### src/rtl/vga_vram_arbiter.sv
// Single-port video RAM arbiter: VGA scan-out owns every even slot of an active line,
// the ASIP framebuffer port gets all remaining cycles. 320x240 framebuffer shown 2x upscaled.
module vga_vram_arbiter #(
    parameter int AW  = 17,
    parameter int DW  = 8,
    parameter int FBW = 320,
    parameter int FBH = 240,
    parameter int HSS = 144,
    parameter int HSE = 784,
    parameter int VSS = 33,
    parameter int VSE = 513
) (
    input  logic          clk,
    input  logic          rst,
    input  logic [9:0]    posx,
    input  logic [9:0]    posy,
    input  logic          cpu_req,
    input  logic          cpu_we,
    input  logic [AW-1:0] cpu_addr,
    input  logic [DW-1:0] cpu_wdata,
    output logic          cpu_gnt,
    output logic [DW-1:0] cpu_rdata,
    output logic          cpu_rvalid,
    output logic [AW-1:0] mem_addr,
    output logic          mem_we,
    output logic [DW-1:0] mem_wdata,
    input  logic [DW-1:0] mem_rdata,
    output logic [DW-1:0] pixel,
    output logic          pixel_valid
);

    localparam logic [9:0]    X_SLOT_S  = 10'(HSS - 2);
    localparam logic [9:0]    X_SLOT_E  = 10'(HSE - 2);
    localparam logic [9:0]    X_NEXT_S  = 10'(HSS - 1);
    localparam logic [9:0]    X_NEXT_E  = 10'(HSE - 1);
    localparam logic [9:0]    X_END     = 10'(HSE);
    localparam logic [9:0]    Y_S       = 10'(VSS);
    localparam logic [9:0]    Y_E       = 10'(VSE);
    localparam logic          HSS_ODD   = 1'(HSS % 2);
    localparam logic [AW-1:0] FB_SIZE   = AW'(FBW * FBH);
    localparam logic [AW-1:0] LINE_STEP = AW'(FBW);

    logic          line_act_s;
    logic          slot_s;
    logic          oor_s;
    logic          gnt_s;
    logic [DW-1:0] ret_data_s;

    logic [AW-1:0] line_base_q, line_base_d;
    logic [AW-1:0] rd_x_q, rd_x_d;
    logic          par_q, par_d;
    logic          slot_dly_q;
    logic [DW-1:0] pixel_q, pixel_d;
    logic          pvalid_q, pvalid_d;
    logic          rvalid_q, rvalid_d;
    logic          roor_q;
    logic [DW-1:0] rdata_hold_q, rdata_hold_d;

    assign line_act_s = (posy >= Y_S) && (posy < Y_E);
    assign slot_s     = line_act_s && (posx >= X_SLOT_S) && (posx < X_SLOT_E) && (posx[0] == HSS_ODD);
    assign oor_s      = (cpu_addr >= FB_SIZE);
    // Grant is suppressed while reset is asserted so a held request waits for release.
    assign gnt_s      = rst & cpu_req & ~slot_s;
    assign ret_data_s = roor_q ? {DW{1'b0}} : mem_rdata;

    // RAM port steering: display slot first, otherwise the CPU request.
    always_comb begin
        mem_addr  = cpu_addr;
        mem_we    = 1'b0;
        mem_wdata = cpu_wdata;
        cpu_gnt   = gnt_s;
        if (slot_s) begin
            mem_addr = line_base_q + rd_x_q;
            mem_we   = 1'b0;
        end else begin
            mem_addr = cpu_addr;
            mem_we   = gnt_s & cpu_we & ~oor_s;
        end
    end

    // Line base / parity / column counters; each framebuffer line is scanned twice.
    always_comb begin
        line_base_d = line_base_q;
        par_d       = par_q;
        rd_x_d      = rd_x_q;
        if ((posy == Y_S) && (posx == 10'd0)) begin
            line_base_d = {AW{1'b0}};
            par_d       = 1'b0;
        end else if (line_act_s && (posx == X_END)) begin
            par_d = ~par_q;
            if (par_q) begin
                line_base_d = line_base_q + LINE_STEP;
            end else begin
                line_base_d = line_base_q;
            end
        end else begin
            line_base_d = line_base_q;
            par_d       = par_q;
        end
        if (posx == 10'd0) begin
            rd_x_d = {AW{1'b0}};
        end else if (slot_s) begin
            rd_x_d = rd_x_q + {{(AW-1){1'b0}}, 1'b1};
        end else begin
            rd_x_d = rd_x_q;
        end
    end

    // Pixel pipeline: validity is predicted for the next posx so pixel lines up with it.
    always_comb begin
        pvalid_d = line_act_s && (posx >= X_NEXT_S) && (posx < X_NEXT_E);
        pixel_d  = pixel_q;
        if (!pvalid_d) begin
            pixel_d = {DW{1'b0}};
        end else if (slot_dly_q) begin
            pixel_d = mem_rdata;
        end else begin
            pixel_d = pixel_q;
        end
    end

    // CPU read return: data comes straight from the RAM in the return cycle, then held.
    always_comb begin
        rvalid_d     = gnt_s & ~cpu_we;
        rdata_hold_d = rdata_hold_q;
        if (rvalid_q) begin
            rdata_hold_d = ret_data_s;
        end else begin
            rdata_hold_d = rdata_hold_q;
        end
    end

    assign cpu_rdata   = rvalid_q ? ret_data_s : rdata_hold_q;
    assign cpu_rvalid  = rvalid_q;
    assign pixel       = pixel_q;
    assign pixel_valid = pvalid_q;

    // State registers.
    always_ff @(posedge clk or negedge rst) begin
        if (!rst) begin
            line_base_q  <= {AW{1'b0}};
            rd_x_q       <= {AW{1'b0}};
            par_q        <= 1'b0;
            slot_dly_q   <= 1'b0;
            pixel_q      <= {DW{1'b0}};
            pvalid_q     <= 1'b0;
            rvalid_q     <= 1'b0;
            roor_q       <= 1'b0;
            rdata_hold_q <= {DW{1'b0}};
        end else begin
            line_base_q  <= line_base_d;
            rd_x_q       <= rd_x_d;
            par_q        <= par_d;
            slot_dly_q   <= slot_s;
            pixel_q      <= pixel_d;
            pvalid_q     <= pvalid_d;
            rvalid_q     <= rvalid_d;
            roor_q       <= oor_s;
            rdata_hold_q <= rdata_hold_d;
        end
    end

endmodule

### config.mk
export PLATFORM = sky130hd
export DESIGN_NAME = vga_vram_arbiter
export DESIGN_NICKNAME = d
export VERILOG_FILES = /design/src/rtl/vga_vram_arbiter.sv
export SDC_FILE = /design/constraint.sdc
export NUM_CORES = 1
export LEC_CHECK = 0
export CAP_MARGIN = 25
export CORE_MARGIN = 2
export CORE_UTILIZATION = 66
export DETAILED_ROUTE_END_ITERATION = 8
export DONT_BUFFER_PORTS = 1
export HOLD_SLACK_MARGIN = 0.1
export PLACE_DENSITY = 0.83
export SYNTH_ARGS = -nofsm -noshare
export SYNTH_HDL_FRONTEND = slang
export SYNTH_SLANG_ARGS = --single-unit
### constraint.sdc
create_clock -name clk -period 4.2 [get_ports clk]
set_clock_uncertainty 0.15 [all_clocks]
set_input_delay 0.84 -clock clk [delete_from_list [all_inputs] [get_ports clk]]
set_output_delay 0.84 -clock clk [all_outputs]
set_load 0.03 [all_outputs]
==> impl_metrics.ini <==
[global_route]
track_usage_pct = 29.3
grt_max_degree = 50
gr-total-overflow = 0
grt_pass1_wl_microns = 12700
antenna_found_initial = 0
grt_pass1_vias = 2711

[synth]
avgSynthCellArea_sq_um = 8.94
syn_inst = 380
synth_edf_count = 0
yosys_register_bits = 49
async_flop_share_pct = 100
seq_area_frac_synth_pct = 36.1
syn_nets = 450
yosysUniqueCellTypes = 60
synthFlopType = dfrtp_1
synth_area_sq_um = 3400
yosysWarnings = 0

[clocking]
clk_pin_slew_worst_paths_ns = 0.10
clock_latency_ns = 0.31
tritoncts = done
cts_setup_buffers = 0
clock_sinks = 49
cts-hold-fix-buffers = 1
cts_max_path_buffers = 2
htree_levels = 2
cts_buffers = 5
cts_resized = 0
root_buffer = clkbuf_8

[critical_path]
crit_path_end = mem_we
worstPathMaxFanout = 10
reg2reg_depth = 2
max_stage_delay_ns = 0.46
crit_chain = or3_1 > o32ai_1 > nor3_2 > nand2_2 > inv_2 > nor4b_1 > buf_4
cp_data_required_time_ns = 3.21
crit_slowest_cell = or3_1
r2r_start = cpu_rvalid
worstReg2RegEnd = rdata_hold_q[1]
cp.depth = 7
crit_type = primary input to output port
cp-end-kind = output port
arrival_ns = 2.83
critical-path-top-delay-family = simple AND/OR/NAND/NOR gates
cp-startpoint = posx[4]
rrSetupSlack_ns = 2.24
startpoint_type = primary input
crit_buf_inv = 2

[die]
die_height_microns = 75.7
row_count = 26
start_util_pct = 67.4
dieWidth_microns = 75.7
die_area_sq_um = 5740
ioPinCount = 102
core_area_sq_um = 5040

[layout]
mostFrequentLayoutCell = dfrtp_1
n_fill_cell = 398
layout.cells.non_filler = 452
syn_to_final_growth_pct = 6.11
diodes = 0
nNetsFinal = 451
layout_common_cells = 49 x dfrtp_1, 33 x o21ai_0, 27 x nand2_1
drive_above_1_share_pct = 12.6

[sta]
grt_setup_unrepaired = no
tightest_slew_ns = 1.04
fin_crit_sh_pct = 91.0
max_freq_ghz = 0.262
setup_viol = 0
hold_viol_final = 0
fin_setup_tns_ns = 0
slew_headroom_pct = 29.9
slew_viol_final = 0
fin_crit_ns = 3.82

[place]
portBuffers = 0
dpl.cell_count = 442
dp_hpwl_microns = 5900
gp_congestion = 0.941

[outcome]
run_status = finished, final reports clean

[power]
powerDensity_nw_per_um2 = 302
ir_drop_v = 0.000179
power.leakage_uw = 0.00157

[routing]
num_vias = 2962
drtIter0Drc = 220
routed_via_density = 6.55
routed_wl_microns = 8190
drc = 0
drtPass1Iterations = 7
wl_per_cell_microns = 18.1
drtAntennaViolNets = 0

[run]
max_cap_violations = 0

[min_path]
hp-class = primary input to asynchronous set/reset pin
[cell usage after synthesis, types with 10 or more instances]
master    number  area [sq um]
clkbuf_1      10          37.5
nand2b_1      11          68.8
o21ai_0       33           165
ha_1          13           163
inv_1         13          48.8
or3_1         10          62.6
a21oi_1       20           100
nand2_1       27           101
dfrtp_1       49          1230
nor2_1        23          86.3
mux2i_1       23           230
nor3_1        12          60.1
nand3_1       11          55.1
[metal layers]
layer  vias to the layer above  routed length (microns)  global-route usage [%]
li1                       1398                        -                       -
met1                      1428                     3490                    38.7
met2                       121                     3960                    46.8
met3                        15                      587                    6.35
met4                         0                      152                    11.7
met5                         -                        0                       0
[power by group]
part           switching, uW  leakage [uW]  internal, uW
Clock                    173     0.0000447           120
Sequential              49.7      0.000659           510
Combinational            157      0.000870          78.5
Total                    380       0.00157           709
[layout make-up]
type                            count  area [sq um]  area share, %
Sequential cell                    49          1230           34.0
Multi-Input combinational cell    293          1990           55.3
Tap cell                           70          87.6           2.43
Clock buffer                        5          68.8           1.91
Clock inverter                      3          25.0          0.694
Inverter                           14          52.6           1.46
Timing Repair Buffer               18           151           4.20
[state kept, by name, indices dropped and copies added, names as in the netlist]
register,cells
rd_x_q,17
line_base_q,11
pixel,8
rdata_hold_q,8
cpu_rvalid,1
par_q,1
pixel_valid,1
roor_q,1
slot_dly_q,1
[worst min-delay path by stage]
stage,startpoint,end,depth (start not counted),slack [ns]
after floorplan,rd_x_q[4],rd_x_q[4],1,0.35
after global placement,rd_x_q[4],rd_x_q[4],1,0.38
after detailed placement,rd_x_q[4],rd_x_q[4],1,0.39
after CTS,rst,rd_x_q[9],1,0.22
after global routing,rst,rd_x_q[11],1,0.23
final,rst,roor_q,1,0.22
[cells by family after synthesis]
family	share of synthesized area (%)
flops	36.1
buf+inv	5.23
compound gates	16.9
fa+ha+maj	4.79
simple gates	24.1
other cells	0.110
xor+xnor	3.35
mux	9.43
[per-stage QoR]
step	util (%)	setup slack, ns	total power [uW]	area (sq um)	hold WS, ns
after floorplan	-	0.0541	751	3400	0.353
after global placement	69.0	0.510	781	3480	0.376
after detailed placement	69.0	0.401	788	3480	0.390
after CTS	71.4	0.390	1090	3600	0.223
after global routing	71.5	0.223	1140	3600	0.229
final	71.5	0.378	1090	3600	0.218
[worst reg2reg max path, delay by kind of cell (launching register included)]
family	cells	cell delay [ns]
flops	1	0.65
compound gates	1	0.94
buf+inv	1	0.16
Note: power is estimated with default switching activity, not from simulation.
